## src/rtl/seq_detect_param.sv

```systemverilog
// Parametrised serial pattern detector: registered match flag when the last `len` accepted
// bits equal a programmable pattern, with overlap control and a saturating match counter.
module seq_detect_param #(
    parameter int unsigned MAX_LEN     = 8,
    parameter logic [31:0] DEF_PATTERN = 32'b0000_0110,
    parameter int unsigned DEF_LEN     = 3,
    parameter bit          DEF_OVERLAP = 1'b1,
    parameter int unsigned CNT_W       = 8
) (
    input  logic                           clk,
    input  logic                           reset,
    input  logic                           x_valid,
    input  logic                           x,
    input  logic                           cfg_we,
    input  logic [MAX_LEN-1:0]             cfg_pattern,
    input  logic [$clog2(MAX_LEN+1)-1:0]   cfg_len,
    input  logic                           cfg_overlap,
    input  logic                           cnt_clr,
    output logic                           y,
    output logic [CNT_W-1:0]               match_count
);

    localparam int unsigned LW = $clog2(MAX_LEN + 1);
    localparam logic [LW-1:0] MAX_LEN_L = LW'(MAX_LEN);

    logic [MAX_LEN-1:0] hist_q, hist_d, hist_shift;
    logic [MAX_LEN-1:0] pat_q, pat_d, mask;
    logic [LW-1:0]      fill_q, fill_d, fill_inc;
    logic [LW-1:0]      len_q, len_d;
    logic               ovl_q, ovl_d;
    logic               y_q, y_d;
    logic               match;
    logic [CNT_W-1:0]   cnt_q, cnt_d;

    always_comb begin
        mask = '0;
        for (int i = 0; i < int'(MAX_LEN); i++) begin
            mask[i] = (i < int'(len_q));
        end
    end

    assign hist_shift = {hist_q[MAX_LEN-2:0], x};
    assign fill_inc   = (fill_q == MAX_LEN_L) ? fill_q : fill_q + LW'(1);

    // Fill guard keeps stale history from reset/config from ever matching.
    assign match = x_valid && !cfg_we && (fill_inc >= len_q) &&
                   (((hist_shift ^ pat_q) & mask) == '0);

    always_comb begin
        hist_d = hist_q;
        fill_d = fill_q;
        pat_d  = pat_q;
        len_d  = len_q;
        ovl_d  = ovl_q;
        y_d    = 1'b0;
        cnt_d  = cnt_clr ? '0 : cnt_q;

        // A clear coinciding with a match still records that match.
        if (match && (cnt_d != '1)) begin
            cnt_d = cnt_d + CNT_W'(1);
        end

        if (cfg_we) begin
            pat_d  = cfg_pattern;
            ovl_d  = cfg_overlap;
            hist_d = '0;
            fill_d = '0;
            if (cfg_len == '0) begin
                len_d = LW'(1);
            end else if (cfg_len > MAX_LEN_L) begin
                len_d = MAX_LEN_L;
            end else begin
                len_d = cfg_len;
            end
        end else if (x_valid) begin
            hist_d = hist_shift;
            fill_d = (match && !ovl_q) ? '0 : fill_inc;
            y_d    = match;
        end
    end

    always_ff @(posedge clk) begin
        if (reset) begin
            hist_q <= '0;
            fill_q <= '0;
            pat_q  <= DEF_PATTERN[MAX_LEN-1:0];
            len_q  <= LW'(DEF_LEN);
            ovl_q  <= DEF_OVERLAP;
            y_q    <= 1'b0;
            cnt_q  <= '0;
        end else begin
            hist_q <= hist_d;
            fill_q <= fill_d;
            pat_q  <= pat_d;
            len_q  <= len_d;
            ovl_q  <= ovl_d;
            y_q    <= y_d;
            cnt_q  <= cnt_d;
        end
    end

    assign y           = y_q;
    assign match_count = cnt_q;

endmodule

```

## config.mk

```make
export PLATFORM = sky130hd
export DESIGN_NAME = seq_detect_param
export DESIGN_NICKNAME = d
export VERILOG_FILES = /design/src/rtl/seq_detect_param.sv
export SDC_FILE = /design/constraint.sdc
export NUM_CORES = 1
export LEC_CHECK = 0
export ABC_AREA = 1
export BUFFER_PORTS_ARGS = -buffer_cell sky130_fd_sc_hd__buf_2
export CAP_MARGIN = 20
export CELL_PAD_IN_SITES_DETAIL_PLACEMENT = 0
export CELL_PAD_IN_SITES_GLOBAL_PLACEMENT = 1
export CORE_MARGIN = 2
export CORE_UTILIZATION = 40
export DETAILED_ROUTE_END_ITERATION = 8
export PLACE_DENSITY_LB_ADDON = 0.1
export SLEW_MARGIN = 10
export SYNTH_ARGS = -nofsm -noshare
export SYNTH_HDL_FRONTEND = slang
export SYNTH_SLANG_ARGS = --single-unit
```

## constraint.sdc

```tcl
create_clock -name clk -period 2.9 [get_ports clk]
set_clock_uncertainty 0.15 [all_clocks]
set_input_delay 0.145 -clock clk [delete_from_list [all_inputs] [get_ports clk]]
set_output_delay 0.145 -clock clk [all_outputs]
set_load 0.01 [all_outputs]
```

# After elaboration in Yosys (flattened, before gate mapping)

Cells that the tools add are included.

Register bits after elaboration: 33
Input port bits: 19
Output and inout bits: 9
Word-level logic and storage cells: 41

Add/sub/neg operators: 2
Magnitude comparators: 10
Equal/unequal tests: 2
Mux-type cells: 6
Bitwise operators: 3
Reduce and logical (&&, ||, !) cells: 11

Operators with widths:

| operator                                           | count |
|---|---|
| < comparator 3 x 4 -> 1 bit (first input constant) | 4 |
| two-way mux 4 bit                                  | 4 |
| two-way mux 8 bit                                  | 2 |
| adder 8 x 1 -> 8 bit (second input constant)       | 1 |
| bitwise AND 8 bit                                  | 1 |
| zero test 8 bit                                    | 1 |
| < comparator 1 x 4 -> 1 bit (first input constant) | 2 |
| < comparator 2 x 4 -> 1 bit (first input constant) | 2 |
| inequality test 8 bit (second input constant)      | 1 |
| XOR 8 bit                                          | 1 |
| logical AND 1 bit                                  | 5 |
| adder 4 x 1 -> 4 bit (second input constant)       | 1 |
| equality test 4 bit (second input constant)        | 1 |
| >= comparator 4 bit                                | 1 |
| > comparator 4 bit (second input constant)         | 1 |
| zero test 4 bit                                    | 1 |
| OR reduction 3 bit                                 | 1 |
| zero test 1 bit                                    | 2 |
| OR reduction 2 bit                                 | 1 |
| NOT 1 bit                                          | 1 |

# Longest topological paths before layout

Depth after elaboration: 7
Gate-level depth with buffers: 16
Mapped depth without buffers: 16

# Worst setup path before layout

Ideal clock, no wire load.

Kind: register to register
From: reg fill_q[0]
To: reg cnt_q[0], in the netlist match_count[0]
Library setup time: 132 ps
Data arrival time: 1842 ps
Data required time: 2618 ps
Slack: 776 ps
Stages on the path, launching flop included: 16
Buffers on the path: 0
Period minus slack after synthesis: 2124 ps
Cells stage by stage: dfxtp_1 inv_1 ha_1 nand2_1 nor2_1 xor2_1 ha_1 inv_1 nand2_1 nand2_1 nand2_1 nand2_1 a21oi_2 nand4_2 nand2_1 a21oi_1

Longest elaborated chain between the ends: 7
Elaborated cells between the ends (all ways): 8
Classes of those cells: add/sub: 1; order compare: 1; eq/ne: 1; mux: 2; reduce/logical: 3

RTL lines:

| element                                                            | RTL line | RTL |
|---|---|---|
| start, declared                                                    | 28       | `logic [LW-1:0] fill_q, fill_d, fill_inc;` |
| start signal, assigned                                             | 93       | `fill_q <= fill_d;` |
| adder 4 x 1 -> 4 bit / equality test 4 bit (equally long branches) | 43       | `assign fill_inc = (fill_q == MAX_LEN_L) ? fill_q : fill_q + LW'(1);` |
| two-way mux 4 bit (*)                                              | 43       |  |
| >= comparator 4 bit (*)                                            | 46       | `assign match = x_valid && !cfg_we && (fill_inc >= len_q) &&` |
| logical AND 1 bit (*) (2 in series)                                | 46       |  |
| logical AND 1 bit (*)                                              | 59       | `if (match && (cnt_d != '1)) begin` |
| two-way mux 8 bit (*)                                              | 59       |  |
| end signal, assigned                                               | 98       | `cnt_q <= cnt_d;` |
| end, declared                                                      | 33       | `logic [CNT_W-1:0] cnt_q, cnt_d;` |

Every way passes the cells marked *; elsewhere a longest branch is shown, timed or not.
A chain may end at the register's enable or synchronous reset.

# Worst setup path in the final report

From: reg fill_q[0]
To: reg cnt_q[7], in the netlist match_count[7]

The elaborated chain is that of the path after synthesis.

==> results.md <==
* Outcome: finished, final reports clean
* Clock latency on the worst-skew pair at 290 ps
* Ports at 28
* Ys async rst share at 0
* EDFF count, synth at 0
* Total vias in the final route at around 1700
* Post-route ant nets at 0
* CP startpoint kind: register
* Highest metal used: met4
* Worst reg-to-reg setup slack at around 540 ps
* Hold Fails Final Rpt at 0
* CTS H-tree lvls at 2
* Core area at 0.00432 sq mm
* Nets at 326
* Num Clock Sinks at 33
* Mapped Nets at 284
* CP Class: register to register
* Final period util at 0.812
* Rel. slew slack at 0.681
* Vias per inst at around 4.8
* WL final at between 4 and 5 mm
* First-pass GRT wire length at slightly above 7 mm
* Num CTS Buffers at 5
* Leakage power figure at 1.05 nW
* Worst-path clk slew at 70 ps
* Clock Path Buffers at 2
* Cell Area, Placed at ~0.0020 sq mm
* Pwr dens at 454 mW/mm^2
* Syn Inst Count at 258
* Gpl congestion at between 0.7 and 0.8
* Fin area at 0.00221 sq mm
* Final setup margin at 545 ps
* Die area at 0.00504 sq mm
* CP Max Fanout at 8
* Most common cell after layout, fill and taps aside: nand2_1
* Distinct cells, synth at 27
* Total grt overflow at 0
* Critical path required time at 2920 ps
* Starting Density at 0.415
* Number of global-route vias before repair at 1556
* Met3 WL post-DR at 183 um
* Unrepaired setup endpoints after global routing: false
* DP HPWL at 3.06 mm
* Post-CTS Resized at 0
* Dominant synthesized flop cell: dfxtp_1
* Commonest cells after routing, fill and taps aside: nand2_1, inv_1, dfxtp_1
* Setup TNS at 0 ps
* Place WS at approximately 540 ps
* Antenna diodes at 0
* Max Freq at about 420 MHz
* CTS tree: built
* Post-synthesis register bit count at 33
* Met2 wire len at around 1.9 mm
* Hold Crit Class: input port to register
* Wire length per cell at 11.8 um
* Area growth syn-to-layout at 23.0%
* Fraction of layout cells with a size suffix above 1 at 0.179
* Initial drt markers at 48
* Largest net degree at the start of global routing at 19
* Root Buffer: clkbuf_8
* Seq/Total Area, Yosys at 0.368
* Max-cap violation count at 0
* Ys Warns at 0
* Number of I/O port buffers at 27
* CP arrival at 2380 ps
* Die height at 71.0 um
* Number of cell rows at 24
* Peak VDD IR at between 200 and 250 uV
* DR pass1 iterations at 4
* Initial antenna violation count at 0
* Syn Area/Cell at 6.95 sq um
* Crit. End Element: register
* Setup violators final at 0
* Synthesized cell area at 0.00179 sq mm
* Total GRT Usage at 0.181
* Post-route DRC at 0
* Die Wd at ~71 um
* DRT met1 WL at slightly above 2 mm
* Fin crit period at 2360 ps
* Slew @ Worst Pin at 477 ps
* Max Slew Vio Count at 0
==> metrics by stage <==
step	hold WS (ps)	utilization	power, mW	instances
after floorplan	84.9	-	0.569	258
after global placement	209	0.457	0.606	332
after detailed placement	212	0.457	0.606	332
after CTS	9.79	0.510	1.02	353
after global routing	56.0	0.510	1.05	353
final	13.3	0.510	1.00	353
==> worst max-delay path, cell delays in order (launching register included) <==
cell and delay [ps]:
dfxtp_1 410, inv_1 70, ha_1 190, nand2_1 70
nor2_1 50, xor2_1 150, ha_1 280, inv_1 30
nand2_1 40, nand2_1 40, nand2_1 50, nand2_1 50
a21oi_2 210, nand4_2 250, nand2_1 120, a21oi_1 70
==> report_power, final <==
group / total (mW) / internal [mW] / switching [mW]
Sequential: 0.482 / 0.470 / 0.0118
Clock: 0.394 / 0.215 / 0.180
Combinational: 0.126 / 0.0511 / 0.0753
==> flip-flops by register name, indices dropped and copies added, names as in the netlist <==
signal,flops
fill_q,4
hist_q,7
len_q,4
match_count,8
ovl_q,1
pat_q,8
y,1
==> metal layers <==
metal,track usage,vias to the layer above
li1,-,906
met3,0.0556,6
met4,0.0671,0
met5,0,-
met2,0.285,24
met1,0.235,748
==> synthesized netlist by cell type, types with 2 or more instances <==
cell	number	area, sq um
nand2_1	61	229
nand2_4	2	22.5
xnor2_1	2	17.5
nand3_1	16	80.1
xor2_1	7	61.3
nor2_2	4	25.0
a21oi_1	29	145
ha_1	7	87.6
o21ai_0	18	90.1
nor3_1	2	10.0
inv_1	36	135
dfxtp_1	33	661
nand2_2	2	12.5
nor2_4	2	22.5
nor2_1	18	67.6
clkbuf_1	5	18.8
inv_2	4	15.0
==> area by class of cell <==
class                      instances  area (sq um)
inverter                          40           150
timing repair buffer              40           265
clock buffer                       7          96.3
fill                             461          2120
multi-input combinational        180           965
tap                               52          65.1
clock inverter                     1          5.00
sequential                        33           661
==> what timing repair did <==
item | 4_1_cts | 5_1_grt
hold endpoints to repair | 14 | 0
hold buffers | 13 | 0
buffers inserted | 0 | 0
==> path summary, 6_finish.rpt <==
kind,start,to,cells past startpoint
max,fill_q[0],match_count[7],15
min,x,hist_q[0],3
max reg2reg,fill_q[0],match_count[7],15
min reg2reg,pat_q[5],pat_q[5],2
==> cell families (layout without fill, tap and decap cells) <==
logic type      Yosys count  count (layout)  share of synthesized area
simple gates            113             113                      0.298
compound gates           51              51                      0.147
buf+inv                  45              88                     0.0941
flops                    33              33                      0.368
xor+xnor                  9               9                     0.0439
fa+ha+maj                 7               7                     0.0488
No activity file was read; power rests on OpenSTA's default activity.
